File: src/rtl/spi_master.sv
// Single-byte SPI mode-0 master: SS framing, divided SCK, MOSI shift-out and MISO capture.
// Define SPI_MASTER_LSB_FIRST_EN to shift LSB first; the default build shifts MSB first.
module spi_master #(
  parameter int unsigned CLK_DIV  = 2,
  parameter int unsigned SS_SETUP = 2,
  parameter int unsigned SS_HOLD  = 2,
  parameter int unsigned SS_GAP   = 3
) (
  input  logic       clk_i,
  input  logic       rst_ni,
  input  logic       start_i,
  input  logic [7:0] tx_data_i,
  output logic [7:0] rx_data_o,
  output logic       busy_o,
  output logic       done_o,
  output logic       ss_o,
  output logic       sck_o,
  output logic       mosi_o,
  input  logic       miso_i
);

  localparam int unsigned Max01  = (CLK_DIV > SS_SETUP) ? CLK_DIV : SS_SETUP;
  localparam int unsigned Max23  = (SS_HOLD > SS_GAP) ? SS_HOLD : SS_GAP;
  localparam int unsigned MaxCnt = (Max01 > Max23) ? Max01 : Max23;
  localparam int unsigned CntW   = (MaxCnt > 2) ? $clog2(MaxCnt) : 1;

  localparam logic [CntW-1:0] DivLd   = CntW'(CLK_DIV - 1);
  localparam logic [CntW-1:0] SetupLd = CntW'(SS_SETUP - 1);
  localparam logic [CntW-1:0] HoldLd  = CntW'(SS_HOLD - 1);
  localparam logic [CntW-1:0] GapLd   = CntW'(SS_GAP - 1);

  typedef enum logic [2:0] {
    StIdle, StSetup, StLow, StHigh, StHold, StDone, StGap
  } state_e;

  state_e          state_q;
  logic [CntW-1:0] cnt_q;
  logic [2:0]      bit_q;
  logic [7:0]      tx_q, rx_q, rx_data_q;
  logic            busy_q, done_q, ss_q, sck_q, mosi_q;

  // tx_q holds the bits not yet presented on MOSI; the presented bit lives in mosi_q.
  logic       load_bit, next_bit;
  logic [7:0] load_sh, next_sh, rx_next;

`ifdef SPI_MASTER_LSB_FIRST_EN
  assign load_bit = tx_data_i[0];
  assign load_sh  = {1'b0, tx_data_i[7:1]};
  assign next_bit = tx_q[0];
  assign next_sh  = {1'b0, tx_q[7:1]};
  assign rx_next  = {miso_i, rx_q[7:1]};
`else
  assign load_bit = tx_data_i[7];
  assign load_sh  = {tx_data_i[6:0], 1'b0};
  assign next_bit = tx_q[7];
  assign next_sh  = {tx_q[6:0], 1'b0};
  assign rx_next  = {rx_q[6:0], miso_i};
`endif

  always_ff @(posedge clk_i or negedge rst_ni) begin
    if (!rst_ni) begin
      state_q   <= StIdle;
      cnt_q     <= '0;
      bit_q     <= '0;
      tx_q      <= '0;
      rx_q      <= '0;
      rx_data_q <= '0;
      busy_q    <= 1'b0;
      done_q    <= 1'b0;
      ss_q      <= 1'b1;
      sck_q     <= 1'b0;
      mosi_q    <= 1'b0;
    end else begin
      done_q <= 1'b0;
      unique case (state_q)
        StIdle: begin
          if (start_i) begin
            state_q <= StSetup;
            cnt_q   <= SetupLd;
            bit_q   <= '0;
            tx_q    <= load_sh;
            mosi_q  <= load_bit;
            ss_q    <= 1'b0;
            busy_q  <= 1'b1;
          end
        end
        StSetup: begin
          if (cnt_q == '0) begin
            state_q <= StLow;
            cnt_q   <= DivLd;
          end else begin
            cnt_q <= cnt_q - 1'b1;
          end
        end
        StLow: begin
          if (cnt_q == '0) begin
            state_q <= StHigh;
            cnt_q   <= DivLd;
            sck_q   <= 1'b1;
          end else begin
            cnt_q <= cnt_q - 1'b1;
          end
        end
        StHigh: begin
          if (cnt_q == '0) begin
            sck_q <= 1'b0;
            // Sample on the falling edge: the slave updates MISO only after SCK falls.
            rx_q  <= rx_next;
            if (bit_q == 3'd7) begin
              state_q <= StHold;
              cnt_q   <= HoldLd;
            end else begin
              state_q <= StLow;
              cnt_q   <= DivLd;
              bit_q   <= bit_q + 3'd1;
              tx_q    <= next_sh;
              mosi_q  <= next_bit;
            end
          end else begin
            cnt_q <= cnt_q - 1'b1;
          end
        end
        StHold: begin
          if (cnt_q == '0) begin
            state_q   <= StDone;
            ss_q      <= 1'b1;
            mosi_q    <= 1'b0;
            done_q    <= 1'b1;
            rx_data_q <= rx_q;
          end else begin
            cnt_q <= cnt_q - 1'b1;
          end
        end
        StDone: begin
          if (SS_GAP == 0) begin
            state_q <= StIdle;
            busy_q  <= 1'b0;
          end else begin
            state_q <= StGap;
            cnt_q   <= GapLd;
          end
        end
        StGap: begin
          if (cnt_q == '0) begin
            state_q <= StIdle;
            busy_q  <= 1'b0;
          end else begin
            cnt_q <= cnt_q - 1'b1;
          end
        end
        default: state_q <= StIdle;
      endcase
    end
  end

  assign rx_data_o = rx_data_q;
  assign busy_o    = busy_q;
  assign done_o    = done_q;
  assign ss_o      = ss_q;
  assign sck_o     = sck_q;
  assign mosi_o    = mosi_q;

endmodule

File: config.mk
export PLATFORM = sky130hd
export DESIGN_NAME = spi_master
export DESIGN_NICKNAME = d
export VERILOG_FILES = /design/src/rtl/spi_master.sv
export SDC_FILE = /design/constraint.sdc
export NUM_CORES = 1
export LEC_CHECK = 0
export CAP_MARGIN = 20
export CORE_MARGIN = 2
export CORE_UTILIZATION = 60
export CTS_BUF_LIST = sky130_fd_sc_hd__clkbuf_4 sky130_fd_sc_hd__clkbuf_8
export CTS_CLUSTER_DIAMETER = 40
export DETAILED_ROUTE_END_ITERATION = 6
export PLACE_DENSITY = 0.87
export RECOVER_POWER = 50
export SLEW_MARGIN = 20
export SYNTH_ARGS = -nofsm -noshare
export SYNTH_HDL_FRONTEND = slang
export SYNTH_SLANG_ARGS = --single-unit
File: constraint.sdc
create_clock -name clk_i -period 3.7 [get_ports clk_i]
set_clock_uncertainty 0.05 [all_clocks]
set_input_delay 0.37 -clock clk_i [delete_from_list [all_inputs] [get_ports clk_i]]
set_output_delay 0.37 -clock clk_i [all_outputs]
set_load 0.005 [all_outputs]
; After elaboration in Yosys (flattened, before gate mapping)
; Cells that the tools add are included.
[totals]
regBits = 37
inputBits = 12
output_inout_bits = 13
wordCells = 80
[classes]
n_addsub = 2
n_eq_ne = 15
muxes = 33
reduce_logical = 19
[op_table]
columns = operator, n
row1 = $mux W3, 10
row2 = $mux W8, 3
row3 = $pmux W3 S7, 1
row4 = $ne A2 B2 Y1 const B, 8
row5 = $pmux W8 S2, 1
row6 = $eq A3 B3 Y1 const B, 4
row7 = $reduce_and A3 Y1, 4
row8 = $mux W1, 9
row9 = $pmux W2 S4, 1
row10 = $reduce_bool A2 Y1, 4
row11 = $eq A3 B2 Y1 const B, 2
row12 = $mux W2, 3
row13 = $pmux W1 S2, 3
row14 = $pmux W3 S2, 1
row15 = $reduce_and A6 Y1, 1
row16 = $reduce_and A5 Y1, 1
row17 = $reduce_and A2 Y1, 2
row18 = $reduce_and A4 Y1, 1
row19 = $reduce_bool A4 Y1, 1
row20 = $add A3 B1 Y3 const B, 1
row21 = $eq A3 B1 Y1 const B, 1
row22 = $logic_not A3 Y1, 1
row23 = $pmux W1 S3, 1
row24 = $reduce_bool A3 Y1, 1
row25 = other kinds (4), 4

; Longest topological paths before layout
[logic_depth]
word_depth = 4
ltp_mapped = 7
ltp_nobuf = 5

; Worst setup path before layout
; OpenSTA, ideal clock, no wires.
[synth_timing]
path_kind = reg-to-reg
start = reg bit_q[0]
end = reg tx_q[2]
setup_ps = 125
arrival_ps = 1621
t_required_ps = 3525
path_slack_ps = 1904
stages_incl_launch_ff = 6
n_path_buf = 0
synth_period_minus_slack_ps = 1796
path_cell_list = dfrtp_1 > ha_1 > ha_1 > nand4b_1 > a21oi_4 > mux2_2
[synth_via]
elab_chain_len = 3
[synth_lines]
columns = element, line
row1 = start: declaration, 38  ; logic [2:0] bit_q;
row2 = start signal: assignment, 115  ; bit_q <= bit_q + 3'd1;
row3 = $eq A3 B3 Y1, 109  ; if (bit_q == 3'd7) begin
row4 = $ne A2 B2 Y1 (no line), --
row5 = $reduce_and A4 Y1 (no line), --
row6 = end signal: assignment, 81  ; tx_q <= load_sh;
row7 = end signal: assignment, 116  ; tx_q <= next_sh;
row8 = end: declaration, 39  ; logic [7:0] tx_q, rx_q, rx_data_q;
; Every way passes these cells.
; A chain may end at the register's enable or synchronous reset.

; Final worst setup path
[layout_timing]
start = reg cnt_q[0]
end = reg mosi_q, in the netlist mosi_o
[layout_via]
elab_chain_len = 3
elab_cells_between_ends = 4
classes_between = 2 x eq/ne / 2 x reduce/logical
[layout_lines]
columns = element, line
row1 = start: declaration, 37  ; logic [CntW-1:0] cnt_q;
row2 = start signal: assignment, 79  ; cnt_q <= SetupLd;
row3 = start signal: assignment, 90  ; cnt_q <= DivLd;
row4 = start signal: assignment, 92  ; cnt_q <= cnt_q - 1'b1;
row5 = $logic_not A2 Y1 *, "105, 124"
row6 = $ne A2 B2 Y1 (no line), --
row7 = $reduce_and A5 Y1 (no line) *, --
row8 = end signal: assignment, 82  ; mosi_q <= load_bit;
row9 = end signal: assignment, 117  ; mosi_q <= next_bit;
row10 = end: declaration, 40  ; logic busy_q, done_q, ss_q, sck_q, mosi_q;
; Mark *: on every way between the ends. The rest lies on a longest branch, timed or not.

==> out/metrics.csv <==
metric,value,unit
postSynthAreaPerCell,12.7,µm²
path_class,reg2reg,
hpwlAfterDp,2050,µm
holdCritStartpoint,ss_o$_DFFE_PN1P_,
cts_buffers,5,
grt_usage,21.6,%
syn_nets,152,
cts_buffer_depth,2,
worst_pin_slew,1.84,ns
power.total,1380,µW
finalCriticalPeriod,2.29,ns
clock_sinks,36,
io_buffers,24,
postCtsSetupBuffers,0,
root_buffer,clkbuf_4,
drt-total-wl,3020,µm
synthFlopType,dfrtp_1,
reg2regPathDepth,5,
grt.overflow.total,0,
synth_edf_count,0,
gr-usage-met2,33.6,%
critPathMaxFanout,12,
antenna_found_initial,0,
maxSlewHeadroom,-22.9,%
ys_top_cells_by_count,"35 x dfrtp_1, 30 x mux2_2, 8 x o21ai_0",
die-area,3330,µm²
async_flop_share,100,%
drv_cap,1,
cp-end-kind,flip-flop,
rows,19,
hold_end,ss_o$_DFFE_PN1P_,
maxSlewViolCount,37,
synth-compound-area-share,10.6,%
grt_util_met3,7.81,%
yosysUniqueCellTypes,38,
cts_resized,0,
worstHoldPathType,reg2reg,
synth.most_common_cell,dfrtp_1,
synth_top_family_by_area,multiplexers,
synth_warnings,0,
violations,"capacitance limit, slew limit",
viasPerCell,5.92,
routedWlPerCell,15.8,µm
holdPathStages,2,
drtIter0Drc,57,
antennaDiodeCount,0,
gr-usage-met1,28.8,%
clock_latency,0.34,ns
finalSetupTns,0,ns
synth_fa_ha_area_share,2.89,%
yosys-top-cells-area,"dfrtp_1 51%, mux2_2 20%, ha_1 2.9%",
vias,1131,
place_area,1960,µm²
worstSetupStartpointType,flip-flop,
ctsHoldBuffers,0,
fmaxAchievable,0.436,GHz
vdd_drop_max,0.457,mV
yosysSeqAreaShare,52.1,%
grt_pass1_wl,5420,µm
fin_crit_sh,62.0,%
power.density,683,nW/µm²
ant_nets,0,
leakagePower,0.000887,µW
yosys.area_share.xor_xnor,0,%
cts_tree,done,
detailedRoute.firstPassIterationCount,4,
clkSlewWorstSetupHoldPaths,0.10,ns
start_util,62.8,%
htreeDepth,2,
synth_area_leader_cell,dfrtp_1,
worst-r2r-setup-slack,1.41,ns
critPathRequiredTime,3.87,ns
design_area,2020,µm²
hold_violations,0,
grt_pass1_vias,1160,
r2r_end,mosi_o$_DFFE_PN0P_,
grt-busiest-layer,met2,
yosysTopAreaCellShare,50.6,%
drive_above_1_share,27.5,%
ios,25,
rsz0062_at_grt,no,
dieWidth,57.7,µm
area_growth,16.5,%
yosys-mux-area-fraction,21.3,%
status,finished with violations,
die_y,57.7,µm
syn_area,1730,µm²
r2r_start,cnt_q[0]$_DFFE_PN0P_,
yosys.area_share.simple,8.67,%
critPathArrivalTime,2.47,ns
ys_ff_latch,36,
fin_util,73.2,%
grt_max_degree,37,
gp_congestion,0.702,
synthCells,136,
setup_viol,0,
finalNetCount,175,
drc,0,
core_area,2760,µm²
[metal layers]
layer	vias up	share of wire, %
li1	537	-
met1	557	44
met2	31	49
met3	6	6.3
met4	0	1.5
met5	-	0
[layout by cell type, fill, tap and decap left out, drive strengths merged]
| cell | synthesis | final |
|---|---|---|
| a211oi | 1 | 1 |
| a21o | 2 | 2 |
| a21oi | 5 | 5 |
| a222oi | 1 | 1 |
| a22o | 2 | 2 |
| a2bb2oi | 1 | 1 |
| a31oi | 1 | 1 |
| clkbuf | 0 | 8 |
| clkdlybuf4s50 | 0 | 18 |
| clkinv | 0 | 1 |
| dfrtp | 35 | 35 |
| dfstp | 1 | 1 |
| dlygate4sd3 | 0 | 6 |
| ha | 4 | 4 |
| inv | 6 | 6 |
| mux2 | 31 | 31 |
| mux2i | 2 | 2 |
| nand2 | 5 | 5 |
| nand2b | 2 | 2 |
| nand3b | 2 | 2 |
| nand4 | 1 | 1 |
| nand4b | 2 | 2 |
| nand4bb | 1 | 1 |
| nor2 | 3 | 3 |
| nor3 | 1 | 1 |
| nor4 | 1 | 1 |
| nor4bb | 1 | 1 |
| o211ai | 1 | 1 |
| o21a | 1 | 1 |
| o21ai | 8 | 8 |
| o22ai | 1 | 1 |
| o2bb2ai | 1 | 1 |
| o31ai | 1 | 1 |
| or3b | 1 | 1 |
| or4 | 1 | 1 |
| or4b | 1 | 1 |
[critical path: stages (launching register included)]
cell and delay [ns]:
dfrtp_1 0.45, inv_1 0.08, ha_1 0.38, nand4b_1 0.52
o211ai_2 0.34, mux2_1 0.35
[per-stage QoR]
stage | hold slack, ns | worst slack [ns] | std cells
final | 0.413 | 1.41 | 191
after global routing | 0.427 | 1.00 | 191
after CTS | 0.400 | 1.41 | 191
after detailed placement | 0.398 | 1.43 | 183
after global placement | 0.400 | 1.56 | 183
after floorplan | 0.0244 | 1.90 | 136
[sequential cells by signal, summed over array words and instances (netlist names), 2 cells and up]
register,cells
rx_q,8
rx_data_o,8
tx_q,7
cnt_q,2
state_q,3
bit_q,3
[power by group]
part	total (µW)	switching [µW]	internal [µW]
Clock	213	125	88.7
Combinational	522	213	309
Sequential	642	124	519
[cell families (layout without fill, tap and decap cells)]
logic type | after synthesis | after routing
mux | 33 | 33
buf+inv | 15 | 39
flops | 36 | 36
compound gates | 26 | 26
fa+ha+maj | 4 | 4
simple gates | 22 | 22
[layout make-up]
type	count	area, µm²
fillers	192	739
clock inverters	1	5.00
multi-input cells	85	753
repair buffers	25	244
flip-flops and latches	36	902
clock buffers	7	52.6
well taps	31	38.8
inverters	6	22.5
[worst max path at each step]
| stage | startpoint | endpoint | slack, ns | depth (start not counted) |
|---|---|---|---|---|
| floorplan | bit_q[0]$_DFFE_PN0P_ | tx_q[2]$_DFFE_PN0P_ | 1.90 | 5 |
| global placement | start_i | tx_q[2]$_DFFE_PN0P_ | 1.56 | 4 |
| detailed placement | cnt_q[0]$_DFFE_PN0P_ | mosi_o$_DFFE_PN0P_ | 1.43 | 5 |
| CTS | cnt_q[0]$_DFFE_PN0P_ | mosi_o$_DFFE_PN0P_ | 1.41 | 5 |
| global route | rst_ni | tx_q[7]$_DFFE_PN0P_ | 1.00 | 2 |
| finish | cnt_q[0]$_DFFE_PN0P_ | mosi_o$_DFFE_PN0P_ | 1.41 | 5 |
Power figures use the tool's default switching activity.
